### config.mk
export PLATFORM = sky130hd
export DESIGN_NAME = jk_counter_reg_flat
export DESIGN_NICKNAME = d
export VERILOG_FILES = /design/src/rtl/jkc_pkg.sv /design/src/rtl/jk_counter_reg_if.sv /design/src/rtl/jk_bit.sv /design/src/rtl/jk_counter_reg.sv /design/src/flat_wrapper.sv
export SDC_FILE = /design/constraint.sdc
export NUM_CORES = 1
export LEC_CHECK = 0
export ABC_CLOCK_PERIOD_IN_PS = 2100
export CAP_MARGIN = 20
export CORE_MARGIN = 5
export CORE_UTILIZATION = 41
export DETAILED_ROUTE_END_ITERATION = 10
export DONT_BUFFER_PORTS = 1
export GPL_TIMING_DRIVEN = 0
export PLACE_DENSITY = 0.53
export RECOVER_POWER = 50
export SYNTH_ARGS = -nofsm -noshare
export SYNTH_HDL_FRONTEND = slang
export SYNTH_SLANG_ARGS = --single-unit
### constraint.sdc
create_clock -name clk -period 2.1 [get_ports clk]
set_input_delay 0.42 -clock clk [delete_from_list [all_inputs] [get_ports clk]]
set_output_delay 0.42 -clock clk [all_outputs]
set_load 0.02 [all_outputs]
### src/rtl/jkc_pkg.sv
// Shared types for the JK counter/register bank: operating modes and JK action encoding.
package jkc_pkg;

    typedef enum logic [1:0] {
        MODE_JK   = 2'b00,
        MODE_UP   = 2'b01,
        MODE_DOWN = 2'b10,
        MODE_HOLD = 2'b11
    } mode_e;

    // Action selected by the {j,k} pair of a single flop.
    typedef enum logic [1:0] {
        JK_HOLD   = 2'b00,
        JK_CLEAR  = 2'b01,
        JK_SET    = 2'b10,
        JK_TOGGLE = 2'b11
    } jk_action_e;

    function automatic jk_action_e jk_action(input logic j, input logic k);
        return jk_action_e'({j, k});
    endfunction

endpackage

### src/rtl/jk_counter_reg_if.sv
// Control/status bundle of jk_counter_reg; the master drives controls, the slave returns state.
interface jk_counter_reg_if #(
    parameter int unsigned WIDTH = 4
);
    logic             en;
    logic [1:0]       mode;
    logic [WIDTH-1:0] j;
    logic [WIDTH-1:0] k;
    logic             load;
    logic [WIDTH-1:0] din;
    logic [WIDTH-1:0] q;
    logic [WIDTH-1:0] qbar;
    logic             tc;
    logic             wrap;

    modport master (
        output en, mode, j, k, load, din,
        input  q, qbar, tc, wrap
    );

    modport slave (
        input  en, mode, j, k, load, din,
        output q, qbar, tc, wrap
    );
endinterface

### src/rtl/jk_bit.sv
// Single JK flop with async active-low reset, clock enable and synchronous set/clear override.
module jk_bit
    import jkc_pkg::*;
(
    input  logic clk,
    input  logic rst,
    input  logic en,
    input  logic j,
    input  logic k,
    input  logic set,
    input  logic clr,
    output logic q,
    output logic qbar
);

    always_ff @(posedge clk or negedge rst) begin
        if (!rst) begin
            q <= 1'b0;
        end else if (en) begin
            if (set) begin
                q <= 1'b1;
            end else if (clr) begin
                q <= 1'b0;
            end else begin
                case (jk_action(j, k))
                    JK_SET:    q <= 1'b1;
                    JK_CLEAR:  q <= 1'b0;
                    JK_TOGGLE: q <= ~q;
                    default:   q <= q;
                endcase
            end
        end
    end

    assign qbar = ~q;

endmodule

### src/rtl/jk_counter_reg.sv
// WIDTH-bit JK register bank / up-down modulo counter built from jk_bit flops.
// Define JKC_SATURATE_EN to make the counter modes saturate instead of wrapping.
module jk_counter_reg
    import jkc_pkg::*;
#(
    parameter int unsigned WIDTH     = 4,
    parameter int unsigned MAX_COUNT = 2**WIDTH - 1
) (
    input  logic           clk,
    input  logic           rst,
    jk_counter_reg_if.slave bus
);

    localparam logic [WIDTH-1:0] MAX_Q = WIDTH'(MAX_COUNT);

    mode_e            mode;
    logic [WIDTH-1:0] q;
    logic [WIDTH-1:0] qbar;
    logic [WIDTH-1:0] up_t;
    logic [WIDTH-1:0] dn_t;
    logic [WIDTH-1:0] j_int;
    logic [WIDTH-1:0] k_int;
    logic [WIDTH-1:0] set_int;
    logic [WIDTH-1:0] clr_int;
    logic             lower_ones;
    logic             lower_zeros;
    logic             at_zero;
    logic             at_or_above_max;
    logic             above_max;
    logic             wrap_next;
    logic             wrap_q;

    assign mode            = mode_e'(bus.mode);
    assign at_zero         = (q == '0);
    assign at_or_above_max = (q >= MAX_Q);
    assign above_max       = (q > MAX_Q);

    // Ripple toggle terms: bit i toggles when every lower bit is 1 (up) or 0 (down).
    always_comb begin
        up_t        = '0;
        dn_t        = '0;
        lower_ones  = 1'b1;
        lower_zeros = 1'b1;
        for (int unsigned i = 0; i < WIDTH; i++) begin
            up_t[i]     = lower_ones;
            dn_t[i]     = lower_zeros;
            lower_ones  = lower_ones & q[i];
            lower_zeros = lower_zeros & ~q[i];
        end
    end

    // Set/clear override the JK terms inside jk_bit, so a forced value needs both vectors.
    always_comb begin
        j_int     = '0;
        k_int     = '0;
        set_int   = '0;
        clr_int   = '0;
        wrap_next = 1'b0;
        if (bus.load) begin
            set_int = bus.din;
            clr_int = ~bus.din;
        end else begin
            case (mode)
                MODE_JK: begin
                    j_int = bus.j;
                    k_int = bus.k;
                end
                MODE_UP: begin
`ifdef JKC_SATURATE_EN
                    if (at_or_above_max) begin
                        set_int = MAX_Q;
                        clr_int = ~MAX_Q;
                    end else begin
                        j_int = up_t;
                        k_int = up_t;
                    end
`else
                    if (at_or_above_max) begin
                        clr_int   = '1;
                        wrap_next = 1'b1;
                    end else begin
                        j_int = up_t;
                        k_int = up_t;
                    end
`endif
                end
                MODE_DOWN: begin
                    if (above_max) begin
                        set_int = MAX_Q;
                        clr_int = ~MAX_Q;
                    end else if (at_zero) begin
`ifndef JKC_SATURATE_EN
                        set_int   = MAX_Q;
                        clr_int   = ~MAX_Q;
                        wrap_next = 1'b1;
`endif
                    end else begin
                        j_int = dn_t;
                        k_int = dn_t;
                    end
                end
                default: begin
                end
            endcase
        end
    end

    for (genvar i = 0; i < WIDTH; i++) begin : g_bit
        jk_bit u_bit (
            .clk  (clk),
            .rst  (rst),
            .en   (bus.en),
            .j    (j_int[i]),
            .k    (k_int[i]),
            .set  (set_int[i]),
            .clr  (clr_int[i]),
            .q    (q[i]),
            .qbar (qbar[i])
        );
    end

    always_ff @(posedge clk or negedge rst) begin
        if (!rst) begin
            wrap_q <= 1'b0;
        end else begin
            wrap_q <= bus.en & wrap_next;
        end
    end

    assign bus.q    = q;
    assign bus.qbar = qbar;
    assign bus.tc   = ((mode == MODE_UP) && at_or_above_max) || ((mode == MODE_DOWN) && at_zero);
    assign bus.wrap = wrap_q;

endmodule

### src/flat_wrapper.sv
// flat-port wrapper written by rule: the top's interface ports become plain ports
module jk_counter_reg_flat import jkc_pkg::*;
#(
    parameter int unsigned WIDTH     = 4,
    parameter int unsigned MAX_COUNT = 2**WIDTH - 1
)
  (clk, rst, bus_en, bus_mode, bus_j, bus_k, bus_load, bus_din, bus_q, bus_qbar, bus_tc, bus_wrap);
  jk_counter_reg_if #(.WIDTH(WIDTH)) bus_i ();
  input  logic clk;
  input  logic rst;
  input wire logic [$bits(bus_i.en)-1:0] bus_en;
  input wire logic [$bits(bus_i.mode)-1:0] bus_mode;
  input wire logic [$bits(bus_i.j)-1:0] bus_j;
  input wire logic [$bits(bus_i.k)-1:0] bus_k;
  input wire logic [$bits(bus_i.load)-1:0] bus_load;
  input wire logic [$bits(bus_i.din)-1:0] bus_din;
  output wire logic [$bits(bus_i.q)-1:0] bus_q;
  output wire logic [$bits(bus_i.qbar)-1:0] bus_qbar;
  output wire logic [$bits(bus_i.tc)-1:0] bus_tc;
  output wire logic [$bits(bus_i.wrap)-1:0] bus_wrap;
  assign bus_i.en = bus_en;
  assign bus_i.mode = bus_mode;
  assign bus_i.j = bus_j;
  assign bus_i.k = bus_k;
  assign bus_i.load = bus_load;
  assign bus_i.din = bus_din;
  assign bus_q = bus_i.q;
  assign bus_qbar = bus_i.qbar;
  assign bus_tc = bus_i.tc;
  assign bus_wrap = bus_i.wrap;
  jk_counter_reg #(.WIDTH(WIDTH), .MAX_COUNT(MAX_COUNT)) u_core (.clk(clk), .rst(rst), .bus(bus_i));
endmodule
==> results of run 1 <==
==> how the worst max path moves through the flow <==
stage | start | cells past startpoint | end | slack, ns
global placement | bus_mode[1] | 7 | u_core.g_bit[3].u_bit.q | -0.12
finish | u_core.g_bit[3].u_bit.q | 6 | u_core.g_bit[3].u_bit.q | 0.15
global route | u_core.g_bit[3].u_bit.q | 6 | u_core.g_bit[3].u_bit.q | 0.06
detailed placement | bus_mode[1] | 7 | u_core.g_bit[3].u_bit.q | -0.18
floorplan | u_core.g_bit[3].u_bit.q | 6 | u_core.g_bit[3].u_bit.q | 0.11
CTS | u_core.g_bit[3].u_bit.q | 6 | u_core.g_bit[3].u_bit.q | 0.15
==> through the flow <==
step | setup WS (ns) | hold slack (ns)
final | 0.1462 | 0.2802
after global routing | 0.06216 | 0.2681
after CTS | 0.1543 | 0.2727
after detailed placement | -0.1769 | 0.1246
after global placement | -0.1222 | 0.1245
after floorplan | 0.1140 | 0.1244
==> layout make-up <==
cell class              instances  area (µm²)  share of cell area (%)
multi-input cells              65       436.7                   60.28
flip-flops and latches          5       125.1                   17.27
plain buffers                  12       76.32                   10.54
inverters                       8       30.03                   4.145
clock buffers                   4       26.28                   3.627
well taps                      16       20.02                   2.763
repair buffers                  1       10.01                   1.382
==> synth_stat cells, types with 2 or more instances <==
cell,instances,area [µm²]
buf_4,8,60.06
inv_1,8,30.03
nand2_1,8,30.03
o21ai_0,8,40.04
dfrtp_1,5,125.1
nor2_1,5,18.77
a21oi_1,4,20.02
ha_1,4,50.05
nand3_1,4,20.02
a211o_1,2,17.52
a21o_1,2,15.01
a31oi_1,2,12.51
buf_6,2,22.52
nand2b_1,2,12.51
nor3_1,2,10.01
nor4_1,2,12.51
o21a_1,2,15.01
o22ai_1,2,12.51
==> placed cells by master, fill, tap and decap left out, types with 2 or more instances in the layout <==
| master | n |
|---|---|
| clkbuf_4 | 3 |
| nor4_1 | 2 |
| a31oi_1 | 2 |
| nor3_1 | 2 |
| dfrtp_1 | 5 |
| buf_4 | 4 |
| nand3_1 | 4 |
| buf_6 | 2 |
| inv_1 | 8 |
| o21a_1 | 2 |
| a21oi_1 | 4 |
| a211o_1 | 2 |
| nor2_1 | 5 |
| clkbuf_1 | 6 |
| a21o_1 | 2 |
| ha_1 | 4 |
| nand2_1 | 8 |
| o21ai_0 | 8 |
| nand2b_1 | 2 |
==> timing repair <==
| item | in CTS | in global routing |
|---|---|---|
| gates resized for setup | 1 | 0 |
| endpoints found under the setup margin | 1 | 0 |
| hold buffers | 1 | 0 |
| endpoints found under the hold margin | 5 | 0 |
==> state kept, by name, summed over array words and instances, names as in the netlist <==
signal	flops
u_core.bus.wrap	1
u_core.g_bit.u_bit.q	4
==> power by group through the flow <==
| stage | logic (W) | registers (W) | clock network [W] |
|---|---|---|---|
| 2_1_floorplan | 0.000244 | 0.000129 | 0 |
| 4_1_cts | 0.000288 | 0.000132 | 0.000117 |
| 3_5_place_dp | 0.000281 | 0.000134 | 0 |
| 3_3_place_gp | 0.000282 | 0.000132 | 0 |
| 6_report | 0.000274 | 0.000132 | 0.000114 |
| 5_1_grt | 0.000300 | 0.000134 | 0.000124 |
==> logic make-up after synthesis <==
family | share of synthesized area [%]
AO/OA/AOI/OAI | 30.87
adder cells (fa/ha/maj) | 7.394
buffers and inverters | 17.93
flip-flops | 18.48
multiplexers | 3.142
AND/OR/NAND/NOR | 22.18
==> routing by layer <==
layer	global-route usage, %	up-vias	routed length (µm)
met5	0	-	0
met4	8.936	0	52
met3	2.959	5	143
met2	20.87	31	804
met1	21.44	330	854
li1	-	335	-
==> critical path, cell delays in order, from the launching register on <==
cell and delay, ns:
dfrtp_1 0.38, buf_6 0.14, or3_4 0.41, o22ai_2 0.28
o21ai_0 0.19, nand2_1 0.10, mux2_2 0.33
==> flow_metrics.env, run 1 <==
export IMPL_cts_made_buffers=3
export IMPL_grt_max_degree=11
export IMPL_status="finished, final reports clean"
export IMPL_startpoint_type="register"
export IMPL_layout_area_overhead_vs_synth_pct=7.024
export IMPL_wl_per_cell_um=16.71
export IMPL_layout_worst_path_cycle_share_pct=93.04
export IMPL_hold_class="in -> reg"
export IMPL_ir_worst_vdd_mv=0.2359
export IMPL_worst_slew_pin_slew_ns=0.4459
export IMPL_place_congestion=0.8109
export IMPL_rsz0062_at_grt="no"
export IMPL_syn_avg_cell_area_um2=7.521
export IMPL_reg2regPathDepth=6
export IMPL_die_area_um2=2563
export IMPL_cts_buffer_depth=2
export IMPL_hold_violations=0
export IMPL_dp_hpwl_um=1436
export IMPL_grt_pass1_wl_um=3056
export IMPL_post_cts_buffers=0
export IMPL_worstPathMaxFanout=9
export IMPL_vias_per_cell=6.315
export IMPL_ys_types=36
export IMPL_die_w_um=50.63
export IMPL_power_switching_w=0.0002284
export IMPL_p_leak_nw=0.3210
export IMPL_clockPowerShare_pct=21.9
export IMPL_diodes=0
export IMPL_cts_sinks=5
export IMPL_grt_total_usage_pct=15.17
export IMPL_io_buffers=0
export IMPL_instances_no_fill=111
export IMPL_p_comb_share_pct=52.8
export IMPL_required_ns=2.23
export IMPL_path_clk_slew_ns=0.04
export IMPL_cp_end_kind="register"
export IMPL_post_route_cells_drive_above_1_share_pct=15.79
export IMPL_grt_pass1_vias=663
export IMPL_synth_edf_count=0
export IMPL_start_util_pct=43.91
export IMPL_syn_area_um2=676.9
export IMPL_async_reset_ff_share_pct=100.0
export IMPL_reg2reg_slack_ns=0.15
export IMPL_ys_ff_latch=5
export IMPL_cts_root_buffer="clkbuf_4"
export IMPL_fillers=172
export IMPL_max_clock_freq_ghz=0.5118
export IMPL_p_per_area_nw_per_um2=717.3
export IMPL_synth_seq_area_share_pct=18.48
export IMPL_grt_overflow_total=0
export IMPL_final_antenna_net_count=0
export IMPL_skew_ns=0.003310
export IMPL_synth_cells=90
export IMPL_setup_tns_final_ns=0
export IMPL_worstReg2RegStart="u_core.g_bit[3].u_bit.q"
export IMPL_chipHeight_um=50.63
export IMPL_finalPower_w=0.0005196
export IMPL_drcViolationCount=0
export IMPL_finalMaxSlewViolations=0
export IMPL_worst_setup_path_type="reg -> reg"
export IMPL_drtPass1Iterations=4
export IMPL_layout_nets=118
export IMPL_worstHoldStart="bus_en"
export IMPL_clk_latency_ns=0.25
export IMPL_slew_headroom_pct=70.27
export IMPL_placedCellCount=106
export IMPL_rows=14
export IMPL_arrival_ns=2.08
export IMPL_max_cap_violations=0
export IMPL_antenna_found_initial=0
export IMPL_ys_flop_type="dfrtp_1"
export IMPL_vias=701
export IMPL_worstHoldPathCells=1
export IMPL_period_needed_ns=1.954
export IMPL_placed_area_um2=696.9
export IMPL_design_area_um2=724.4
export IMPL_drt_iter0_markers=19
export IMPL_p_int_w=0.0002912
export IMPL_cts_max_level=1
export IMPL_ys_warn_count=0
export IMPL_ios=28
export IMPL_pwr_share_seq_pct=25.4
export IMPL_p_sw_share_pct=43.95
export IMPL_min_to="u_core.g_bit[0].u_bit.q"
export IMPL_utilization_pct=47.00
export IMPL_tritoncts="yes"
export IMPL_coreArea_um2=1541
export IMPL_syn_nets=112
export IMPL_finalSetupViolCount=0
export IMPL_timing_rr_end="u_core.g_bit[3].u_bit.q"
export IMPL_wl_um=1855
Power figures use the tool's default switching activity.
==> run 2: changes to the inputs <==
ABC_CLOCK_PERIOD_IN_PS = 2300   (was 2100)
SETUP_SLACK_MARGIN = 0.4   (was unset)
clock period = 2.3 ns   (was 2.1 ns; I/O delays follow)
==> flow_metrics.env, run 2 (synthesis results as in run 1) <==
export IMPL_cts_sinks=5
export IMPL_ios=28
export IMPL_design_area_um2=790.8
export IMPL_clockPowerShare_pct=19.6
export IMPL_worst_setup_path_type="reg -> out"
export IMPL_worst_slew_pin_slew_ns=0.4369
export IMPL_clk_latency_ns=0.24
export IMPL_cp_end_kind="output port"
export IMPL_io_buffers=0
export IMPL_wl_um=1967
export IMPL_p_int_w=0.0002958
export IMPL_rows=14
export IMPL_max_cap_violations=0
export IMPL_utilization_pct=51.30
export IMPL_final_common_cell="buf_4"
export IMPL_cts_max_level=1
export IMPL_reg2reg_slack_ns=0.46
export IMPL_layout_cells_most_common_list="buf_4, inv_1, nand2_1"
export IMPL_max_clock_freq_ghz=0.5308
export IMPL_startpoint_type="register"
export IMPL_tritoncts="yes"
export IMPL_drcViolationCount=0
export IMPL_path_clk_slew_ns=0.05
export IMPL_place_ws_ns=0.2166
export IMPL_wl_per_cell_um=16.67
export IMPL_p_per_area_nw_per_um2=652.6
export IMPL_chipHeight_um=50.63
export IMPL_layout_nets=125
export IMPL_rsz0062_at_grt="yes"
export IMPL_drtPass1Iterations=5
export IMPL_dp_hpwl_um=1497
export IMPL_regMostFlops="u_core.g_bit.u_bit.q"
export IMPL_drt_iter0_markers=24
export IMPL_layout_worst_path_cycle_share_pct=81.92
export IMPL_grt_max_degree=11
export IMPL_grt_overflow_total=0
export IMPL_placed_area_um2=703.2
export IMPL_worstPathMaxFanout=5
export IMPL_layout_area_overhead_vs_synth_pct=16.82
export IMPL_fin_ws_ns=0.4159
export IMPL_cts_root_buffer="clkbuf_4"
export IMPL_vias_per_cell=6.102
export IMPL_coreArea_um2=1541
export IMPL_vias=720
export IMPL_hold_violations=0
export IMPL_post_route_cells_drive_above_1_share_pct=22.55
export IMPL_finalMaxSlewViolations=0
export IMPL_period_needed_ns=1.884
export IMPL_grt_pass1_wl_um=3153
export IMPL_slew_headroom_pct=70.87
export IMPL_place_congestion=0.8185
export IMPL_grt_pass1_vias=660
export IMPL_skew_ns=0.005884
export IMPL_setup_tns_final_ns=0
export IMPL_arrival_ns=1.42
export IMPL_diodes=0
export IMPL_hold_class="in -> reg"
export IMPL_cts_made_buffers=3
export IMPL_status="finished, final reports clean"
export IMPL_largest_reg_flops=4
export IMPL_die_area_um2=2563
export IMPL_finalPower_w=0.0005161
export IMPL_antenna_found_initial=0
export IMPL_grt_total_usage_pct=16.01
export IMPL_finalSetupViolCount=0
export IMPL_p_sw_share_pct=42.67
export IMPL_power_switching_w=0.0002202
export IMPL_pwr_share_seq_pct=23.3
export IMPL_die_w_um=50.63
export IMPL_p_leak_nw=0.3539
export IMPL_ir_worst_vdd_mv=0.2327
export IMPL_required_ns=1.84
export IMPL_final_antenna_net_count=0
export IMPL_cts_buffer_depth=2
export IMPL_start_util_pct=43.91
export IMPL_p_comb_share_pct=57.0
-- run 2: metal layers --
layer | share of wire, % | GRT usage [%] | vias up
li1 | - | - | 349
met1 | 46 | 21.79 | 341
met2 | 45 | 22.11 | 25
met3 | 6.5 | 3.254 | 5
met4 | 2.7 | 11.06 | 0
met5 | 0 | 0 | -
-- run 2: worst paths after layout --
| check | cells past startpoint | from | end |
|---|---|---|---|
| hold reg to reg | 3 | u_core.g_bit[3].u_bit.q | u_core.g_bit[3].u_bit.q |
| max in group asynchronous | 1 | rst | u_core.g_bit[0].u_bit.q |
| hold / removal | 1 | bus_en | u_core.g_bit[0].u_bit.q |
| setup / recovery | 3 | u_core.g_bit[2].u_bit.q | bus_tc |
| setup reg to reg | 6 | u_core.g_bit[2].u_bit.q | u_core.g_bit[3].u_bit.q |
| min in group asynchronous | 1 | rst | u_core.g_bit[1].u_bit.q |
-- run 2: worst max-delay path, cell delays in order (launching register included) --
cell	delay, ns
dfrtp_1	0.38
buf_6	0.13
or3_4	0.42
o22ai_4	0.25
-- run 2: cell type report --
class	instances	area, µm²
clock buffer	4	26.28
multi-input combinational	65	450.4
inverter	8	30.03
buffer	12	76.32
sequential	5	125.1
fill	155	750.7
tap	16	20.02
timing repair buffer	8	62.56
-- run 2: per-stage QoR --
step                instances  hold slack [ns]
floorplan                  90           0.1644
global placement          106           0.1645
detailed placement        106           0.1645
CTS                       111           0.3131
global route              118           0.3061
finish                    118           0.3231
-- run 2: power groups by stage --
stage	clock network, W	registers [W]	logic [W]
final	0.000101	0.000120	0.000294
after global routing	0.000121	0.000123	0.000319
after global placement	0	0.000121	0.000259
after detailed placement	0	0.000122	0.000261
after CTS	0.000107	0.000120	0.000270
after floorplan	0	0.000118	0.000225
-- run 2: repair_timing --
item | CTS | global route
hold buffers | 1 | 0
endpoints found under the hold margin | 5 | 0
endpoints found under the setup margin | 2 | 2
pin swaps | 0 | 2
gates resized for setup | 1 | 2
setup buffers | 0 | 7
